--- src/rtl/mc_pkg.sv ---
// Shared encodings for the multi-cycle RV32I-subset core.
// Latency: none (constants and one combinational helper).
// Backpressure: n/a.
// Contents: opcode/funct3/funct7 codes, FSM state codes, ALU-op codes,
// immediate-format codes and an instruction legality check.
package mc_pkg;

    localparam logic [6:0] OP_R      = 7'b0110011;
    localparam logic [6:0] OP_I      = 7'b0010011;
    localparam logic [6:0] OP_LOAD   = 7'b0000011;
    localparam logic [6:0] OP_STORE  = 7'b0100011;
    localparam logic [6:0] OP_BRANCH = 7'b1100011;
    localparam logic [6:0] OP_JAL    = 7'b1101111;
    localparam logic [6:0] OP_JALR   = 7'b1100111;
    localparam logic [6:0] OP_LUI    = 7'b0110111;

    localparam logic [2:0] F3_ADD = 3'b000;
    localparam logic [2:0] F3_SLT = 3'b010;
    localparam logic [2:0] F3_XOR = 3'b100;
    localparam logic [2:0] F3_OR  = 3'b110;
    localparam logic [2:0] F3_AND = 3'b111;
    localparam logic [2:0] F3_LW  = 3'b010;
    localparam logic [2:0] F3_BEQ = 3'b000;
    localparam logic [2:0] F3_BNE = 3'b001;
    localparam logic [2:0] F3_BLT = 3'b100;
    localparam logic [2:0] F3_BGE = 3'b101;

    localparam logic [6:0] F7_BASE = 7'b0000000;
    localparam logic [6:0] F7_SUB  = 7'b0100000;

    typedef logic [2:0] state_t;
    localparam state_t ST_FETCH  = 3'd0;
    localparam state_t ST_DECODE = 3'd1;
    localparam state_t ST_EXEC   = 3'd2;
    localparam state_t ST_MEM    = 3'd3;
    localparam state_t ST_WB     = 3'd4;
    localparam state_t ST_HALT   = 3'd5;

    localparam logic [2:0] ALU_ADD = 3'd0;
    localparam logic [2:0] ALU_SUB = 3'd1;
    localparam logic [2:0] ALU_AND = 3'd2;
    localparam logic [2:0] ALU_OR  = 3'd3;
    localparam logic [2:0] ALU_XOR = 3'd4;
    localparam logic [2:0] ALU_SLT = 3'd5;

    localparam logic [2:0] IMM_I = 3'd0;
    localparam logic [2:0] IMM_S = 3'd1;
    localparam logic [2:0] IMM_B = 3'd2;
    localparam logic [2:0] IMM_U = 3'd3;
    localparam logic [2:0] IMM_J = 3'd4;

    // Only the implemented subset is legal; shifts, sltu and byte/half
    // accesses fall out as illegal so they halt instead of misexecuting.
    function automatic logic op_legal(input logic [31:0] ir);
        logic [2:0] f3;
        logic       alu_f3;
        f3     = ir[14:12];
        alu_f3 = f3 inside {F3_ADD, F3_SLT, F3_XOR, F3_OR, F3_AND};
        case (ir[6:0])
            OP_R:              return alu_f3 && (ir[31:25] == F7_BASE ||
                                                 (ir[31:25] == F7_SUB && f3 == F3_ADD));
            OP_I:              return alu_f3;
            OP_LOAD, OP_STORE: return f3 == F3_LW;
            OP_BRANCH:         return f3 inside {F3_BEQ, F3_BNE, F3_BLT, F3_BGE};
            OP_JALR:           return f3 == 3'b000;
            OP_JAL, OP_LUI:    return 1'b1;
            default:           return 1'b0;
        endcase
    endfunction

endpackage

--- src/rtl/mc_regfile.sv ---
// Architectural register file: NREGS x XLEN, x0 reads as zero.
// Latency: reads combinational, write lands at the next clk edge.
// Backpressure: none; a write is taken whenever we=1.
// Ports: clk, rst (sync, active-high, clears all registers),
//        rs1_idx/rs1_dat, rs2_idx/rs2_dat (read), we/rd_idx/rd_dat (write).
module mc_regfile #(
    parameter int XLEN  = 32,
    parameter int NREGS = 32
) (
    input  logic                     clk,
    input  logic                     rst,
    input  logic [$clog2(NREGS)-1:0] rs1_idx,
    input  logic [$clog2(NREGS)-1:0] rs2_idx,
    output logic [XLEN-1:0]          rs1_dat,
    output logic [XLEN-1:0]          rs2_dat,
    input  logic                     we,
    input  logic [$clog2(NREGS)-1:0] rd_idx,
    input  logic [XLEN-1:0]          rd_dat
);

    logic [XLEN-1:0] regs [NREGS];

    always_ff @(posedge clk) begin
        if (rst) begin
            for (int i = 0; i < NREGS; i++) regs[i] <= '0;
        end else if (we && rd_idx != '0) begin
            regs[rd_idx] <= rd_dat;
        end
    end

    assign rs1_dat = (rs1_idx == '0) ? '0 : regs[rs1_idx];
    assign rs2_dat = (rs2_idx == '0) ? '0 : regs[rs2_idx];

endmodule

--- src/rtl/multicycle_rv_core.sv ---
// Multi-cycle RV32I-subset core: one ALU and one unified memory port reused across states.
// Latency (mem_ready=1): branch 3, ALU/lui/jal/jalr/sw 4, lw 5 cycles; +1 per memory wait cycle.
// Backpressure: FETCH and MEM hold mem_req/addr/we/wdata stable until mem_ready.
// Ports: clk, rst (sync, active-high); mem_req/mem_we/mem_addr/mem_wdata out,
//        mem_rdata/mem_ready in; retire (1-cycle pulse per instruction), halted (sticky).
// Option MC_PERF_CNT_EN adds cycle_cnt[63:0] and instret_cnt[63:0] outputs.
module multicycle_rv_core #(
    parameter int              XLEN     = 32,
    parameter int              NREGS    = 32,
    parameter logic [XLEN-1:0] RESET_PC = '0
) (
    input  logic            clk,
    input  logic            rst,
    output logic            mem_req,
    output logic            mem_we,
    output logic [XLEN-1:0] mem_addr,
    output logic [XLEN-1:0] mem_wdata,
    input  logic [XLEN-1:0] mem_rdata,
    input  logic            mem_ready,
    output logic            retire,
    output logic            halted
`ifdef MC_PERF_CNT_EN
    ,
    output logic [63:0]     cycle_cnt,
    output logic [63:0]     instret_cnt
`endif
);
    import mc_pkg::*;

    localparam int AW = $clog2(NREGS);

    state_t          state;
    logic [31:0]     ir;
    logic [XLEN-1:0] pc, oldpc, a, b, alu_out, mdr;
    logic [6:0]      opcode;
    logic [2:0]      f3;
    logic [2:0]      imm_fmt, alu_sel;
    logic [31:0]     imm32;
    logic [XLEN-1:0] imm, alu_in1, alu_in2, alu_y, wb_dat, rs1_dat, rs2_dat;
    logic            br_taken, bad_idx, uses_rs1, uses_rs2, uses_rd;

    assign opcode = ir[6:0];
    assign f3     = ir[14:12];

    // Immediate generator.
    always_comb begin
        case (opcode)
            OP_STORE:  imm_fmt = IMM_S;
            OP_BRANCH: imm_fmt = IMM_B;
            OP_LUI:    imm_fmt = IMM_U;
            OP_JAL:    imm_fmt = IMM_J;
            default:   imm_fmt = IMM_I;
        endcase
        case (imm_fmt)
            IMM_S:   imm32 = {{20{ir[31]}}, ir[31:25], ir[11:7]};
            IMM_B:   imm32 = {{19{ir[31]}}, ir[31], ir[7], ir[30:25], ir[11:8], 1'b0};
            IMM_U:   imm32 = {ir[31:12], 12'b0};
            IMM_J:   imm32 = {{11{ir[31]}}, ir[31], ir[19:12], ir[20], ir[30:21], 1'b0};
            default: imm32 = {{20{ir[31]}}, ir[31:20]};
        endcase
        imm = XLEN'($signed(imm32));
    end

    // Shared ALU: DECODE computes oldpc+imm (branch/jal target); EXEC does the real op.
    assign alu_in1 = (state == ST_DECODE) ? oldpc : a;
    assign alu_in2 = (state == ST_EXEC && opcode == OP_R) ? b : imm;

    always_comb begin
        alu_sel = ALU_ADD;
        if (state == ST_EXEC && (opcode == OP_R || opcode == OP_I)) begin
            case (f3)
                F3_SLT:  alu_sel = ALU_SLT;
                F3_XOR:  alu_sel = ALU_XOR;
                F3_OR:   alu_sel = ALU_OR;
                F3_AND:  alu_sel = ALU_AND;
                default: alu_sel = (opcode == OP_R && ir[30]) ? ALU_SUB : ALU_ADD;
            endcase
        end
        case (alu_sel)
            ALU_SUB: alu_y = alu_in1 - alu_in2;
            ALU_AND: alu_y = alu_in1 & alu_in2;
            ALU_OR:  alu_y = alu_in1 | alu_in2;
            ALU_XOR: alu_y = alu_in1 ^ alu_in2;
            ALU_SLT: alu_y = {{(XLEN-1){1'b0}}, $signed(alu_in1) < $signed(alu_in2)};
            default: alu_y = alu_in1 + alu_in2;
        endcase
    end

    // Branch comparator is separate so the ALU stays free for a+imm in EXEC.
    always_comb begin
        case (f3)
            F3_BEQ:  br_taken = (a == b);
            F3_BNE:  br_taken = (a != b);
            F3_BLT:  br_taken = ($signed(a) < $signed(b));
            default: br_taken = !($signed(a) < $signed(b));
        endcase
    end

    // With fewer than 32 registers, a used index field with bit 4 set is a fault.
    assign uses_rs1 = !(opcode == OP_LUI || opcode == OP_JAL);
    assign uses_rs2 = opcode inside {OP_R, OP_STORE, OP_BRANCH};
    assign uses_rd  = !(opcode inside {OP_STORE, OP_BRANCH});
    assign bad_idx  = (NREGS < 32) &&
                      ((uses_rs1 && ir[19]) || (uses_rs2 && ir[24]) || (uses_rd && ir[11]));

    always_comb begin
        case (opcode)
            OP_LOAD:         wb_dat = mdr;
            OP_JAL, OP_JALR: wb_dat = oldpc + XLEN'(4);
            default:         wb_dat = alu_out;
        endcase
    end

    mc_regfile #(.XLEN(XLEN), .NREGS(NREGS)) u_rf (
        .clk     (clk),
        .rst     (rst),
        .rs1_idx (ir[15 +: AW]),
        .rs2_idx (ir[20 +: AW]),
        .rs1_dat (rs1_dat),
        .rs2_dat (rs2_dat),
        .we      (state == ST_WB && !rst),
        .rd_idx  (ir[7 +: AW]),
        .rd_dat  (wb_dat)
    );

    always_ff @(posedge clk) begin
        if (rst) begin
            state   <= ST_FETCH;
            pc      <= RESET_PC;
            oldpc   <= RESET_PC;
            ir      <= '0;
            a       <= '0;
            b       <= '0;
            alu_out <= '0;
            mdr     <= '0;
        end else begin
            case (state)
                ST_FETCH: if (mem_ready) begin
                    ir    <= mem_rdata[31:0];
                    oldpc <= pc;
                    pc    <= pc + XLEN'(4);
                    state <= ST_DECODE;
                end
                ST_DECODE: begin
                    a       <= rs1_dat;
                    b       <= rs2_dat;
                    alu_out <= alu_y;
                    state   <= (op_legal(ir) && !bad_idx) ? ST_EXEC : ST_HALT;
                end
                ST_EXEC: begin
                    alu_out <= alu_y;
                    state   <= ST_WB;
                    case (opcode)
                        OP_LOAD, OP_STORE:
                            state <= (alu_y[1:0] != 2'b00) ? ST_HALT : ST_MEM;
                        OP_BRANCH: begin
                            if (br_taken) pc <= alu_out;
                            state <= ST_FETCH;
                        end
                        OP_JAL:  pc <= alu_out;
                        OP_JALR: pc <= {alu_y[XLEN-1:1], 1'b0};
                        OP_LUI:  alu_out <= imm;
                        default: ;
                    endcase
                end
                ST_MEM: if (mem_ready) begin
                    mdr   <= mem_rdata;
                    state <= (opcode == OP_STORE) ? ST_FETCH : ST_WB;
                end
                ST_WB:   state <= ST_FETCH;
                default: state <= ST_HALT;
            endcase
        end
    end

    assign mem_req   = !rst && (state == ST_FETCH || state == ST_MEM);
    assign mem_we    = !rst && state == ST_MEM && opcode == OP_STORE;
    assign mem_addr  = (state == ST_MEM) ? alu_out : pc;
    assign mem_wdata = b;
    assign halted    = (state == ST_HALT);
    assign retire    = !rst && ((state == ST_WB) ||
                                (state == ST_MEM && opcode == OP_STORE && mem_ready) ||
                                (state == ST_EXEC && opcode == OP_BRANCH));

`ifdef MC_PERF_CNT_EN
    always_ff @(posedge clk) begin
        if (rst) begin
            cycle_cnt   <= '0;
            instret_cnt <= '0;
        end else begin
            if (!halted) cycle_cnt   <= cycle_cnt + 64'd1;
            if (retire)  instret_cnt <= instret_cnt + 64'd1;
        end
    end
`endif

endmodule

--- config.mk ---
export PLATFORM = sky130hd
export DESIGN_NAME = multicycle_rv_core
export DESIGN_NICKNAME = d
export VERILOG_FILES = /design/src/rtl/mc_pkg.sv /design/src/rtl/mc_regfile.sv /design/src/rtl/multicycle_rv_core.sv
export SDC_FILE = /design/constraint.sdc
export NUM_CORES = 2
export LEC_CHECK = 0
export BUFFER_PORTS_ARGS = -buffer_cell sky130_fd_sc_hd__buf_4
export CORE_MARGIN = 2
export CORE_UTILIZATION = 31
export DETAILED_ROUTE_END_ITERATION = 6
export GPL_TIMING_DRIVEN = 1
export PLACE_DENSITY_LB_ADDON = 0.12
export SLEW_MARGIN = 20
export SYNTH_ARGS = -nofsm -noshare
export SYNTH_HDL_FRONTEND = slang
export SYNTH_SLANG_ARGS = --single-unit
export TNS_END_PERCENT = 10
--- constraint.sdc ---
create_clock -name clk -period 10.4 [get_ports clk]
set_input_delay 2.6 -clock clk [delete_from_list [all_inputs] [get_ports clk]]
set_output_delay 2.6 -clock clk [all_outputs]
set_load 0.02 [all_outputs]
==> results.toml <==
[run_status]
status = "finished, final reports clean"

[synthesis]
synth_enable_flop_cells = 1024
synth_cell_types = 97
yosysWarnings = 0
yosysTopAreaCell = "edfxtp_1"
async_flop_share_pct = 0
syn_avg_cell_area_um2 = 12.0
ys_seq_area_share_pct = 51.3
synth-seq-cells = 1261
synth_top_cell_area_share_pct = 44.4
synthFlopType = "edfxtp_1"
syn_area_um2 = 69200
syn_inst = 5781
ys_top_cells_by_area = "edfxtp_1 (44%), mux4_2 (21%), nor2_1 (6.9%), dfxtp_1 (6.9%), nand2_1 (3.1%)"

[finish]
final_common_cell = "nor2_1"
layout_common_cells = "nor2_1 (1,266), edfxtp_1 (1,024), mux4_2 (640)"
fin_nets = 5841
drive_above_1_share_pct = 22.5
final_cell_area_um2 = 78800
syn_to_final_growth_pct = 13.8

[sta]
period_minus_slack_ns = 6.45
maxSlewViolCount = 0
clock_skew_ns = 0.0537
clock.fmax_mhz = 155
post-route-period-util_pct = 62.0
setup_viol = 0
worst_pin_slew_ns = 1.21
fin_setup_tns_ns = 0
slew_headroom_pct = 19.6
rsz0062_at_grt = "false"
report.final.hold_viol_count = 0

[placement]
dp_hpwl_um = 199000
place.gp.congestion = 0.993
io_buffers = 102
dpl-instance-area_um2 = 73700

[pwr]
power_density_nw_per_um2 = 169
p_leak_uw = 0.0254
ir_drop_uv = 115

[global_route]
grt_usage_pct = 24.5
grt_max_degree = 137
grt_pass1_vias = 48000
antenna_found_initial = 26
grt_pass1_wl_um = 392000
grt_overflow = 0

[cts]
cts.path.max_buffers = 3
cts.sinks = 1261
cts_tree = "done"
postCtsResizedCells = 0
cts.clk_slew.worst_paths_ns = 0.05
htreeDepth = 4
post-cts-setup-buffers = 0
cts_hold_buf = 0
cts-root-buf = "clkbuf_16"
clock_latency_ns = 0.84
cts_buffers = 152

[route]
wl_per_cell_um = 32.3
wl_um = 284000
drt_first_pass_iters = 6
vias_per_cell = 5.64
final_antenna_net_count = 0
drt-initial-drc-count = 5446
vias = 49600
drc = 0

[worst_hold_path]
min_to = "mdr[0]$_SDFFE_PP0P_"
hold_depth = 2
hp-class = "flop to flop"
worstHoldStart = "mdr[0]$_SDFFE_PP0P_"

[floorplan]
die_w_um = 477
core-area_um2 = 222000
rows = 173
ios = 103
design.die.area_um2 = 227000
dieHeight_um = 477
start_util_pct = 31.2

[critical_path]
rrSetupSlack_ns = 4.27
crit_type = "input pin to output port"
endpoint_kind = "output port"
rr_worst_depth = 16
cp.required_ns = 7.80
arrival_ns = 3.85
worstPathMaxFanout = 6
cp-start-kind = "input pin"
r2r_start = "ir[6]$_SDFFE_PP0P_"
r2r_end = "pc[29]$_SDFFE_PP0P_"

[flow_run]
max_cap_viol_count = 0
-- how the worst max path moves through the flow --
stage | startpoint | end | slack, ns | depth (start not counted)
finish | mem_ready | retire | 3.95 | 8
global route | mem_ready | retire | 3.88 | 8
CTS | mem_ready | retire | 3.89 | 8
detailed placement | rst | u_rf.regs[24][18]$_SDFFCE_PN0P_ | 3.85 | 7
global placement | mem_ready | retire | 3.87 | 8
floorplan | rst | mem_req | 4.10 | 4
-- flip-flops by register name (all words and copies together) (netlist names), named ones only --
signal and flops:
mem_wdata 32, pc 32, oldpc 32, state 3
alu_out 32, u_rf.regs 1024, ir 32, mdr 32
a 32
-- worst max-delay path: stages --
cell	delay [ns]
buf_4	0.14
nand3_1	0.09
o21ai_0	0.10
nand3_1	0.16
nor2_1	0.07
a21oi_1	0.37
nor2_1	0.12
buf_4	0.20
-- area by class of cell --
| class | instances | area, µm² |
|---|---|---|
| clock buffers | 184 | 3950 |
| multi-input cells | 3883 | 32100 |
| well taps | 2975 | 3720 |
| clock inverters | 93 | 1100 |
| fillers | 21900 | 143000 |
| inverters | 144 | 541 |
| repair buffers | 231 | 1850 |
| flip-flops and latches | 1261 | 35500 |
| diodes | 11 | 27.5 |
-- Yosys cell counts, types with 8 or more instances --
cell       instances
a2111oi_0         10
a211oi_1          28
a21o_1            25
a21oi_1          361
a221oi_1          37
a22oi_1            9
a31oi_1           21
and2_1            21
and3_1            31
buf_1             68
buf_2             23
clkbuf_1         429
dfxtp_1          237
edfxtp_1        1024
ha_1             131
inv_1            142
mux2_2            38
mux2i_1           39
mux4_2           640
nand2_1          565
nand2b_1          50
nand3_1           65
nand3b_1           8
nand4_1           22
nor2_1          1275
nor2b_1           11
nor3_1            40
nor3b_1           11
nor4_1            19
o211ai_1          21
o21a_1            16
o21ai_0          122
o21ai_1           13
o22ai_1            9
o31ai_1            9
or2_2              9
or3_1             18
xnor2_1           10
xor2_1            15
-- kinds of logic (layout without fill, tap and decap cells) --
logic type	Yosys count	in the layout	share of synthesized area (%)
and+or+nand+nor	2177	2177	13.0
DFF	1261	1261	51.3
AOI/OAI and AO/OA	799	799	7.27
muxes	717	717	22.0
buffers and inverters	668	652	3.69
adders and majority gates	133	133	2.43
xor gates and xnor gates	25	25	0.316
other	1	43	0.00542
-- stage by stage --
| step | power (µW) | instances | hold WS (ns) | worst slack (ns) | util, % |
|---|---|---|---|---|---|
| finish | 13300 | 8782 | 0.463 | 3.95 | 35.5 |
| CTS | 13400 | 8769 | 0.461 | 3.89 | 35.5 |
| global route | 13700 | 8774 | 0.484 | 3.88 | 35.5 |
| floorplan | 6950 | 5812 | 0.436 | 4.10 | - |
| global placement | 7860 | 8492 | 0.451 | 3.87 | 33.2 |
| detailed placement | 7860 | 8492 | 0.454 | 3.85 | 33.2 |
-- where the power goes --
group	total, µW	switching, µW	internal [µW]	leakage [µW]
clock	5520	2330	3180	0.00247
combinational	1970	1270	698	0.0105
sequential	5810	183	5630	0.0125
-- layer usage --
layer,part of all wire (%),vias up,global-route usage (%)
met5,0.014,-,0.0840
met4,5.4,6,11.7
met2,45,2085,37.2
met3,7.2,388,4.59
met1,43,25800,33.7
li1,-,21300,-
Power figures use the tool's default switching activity.
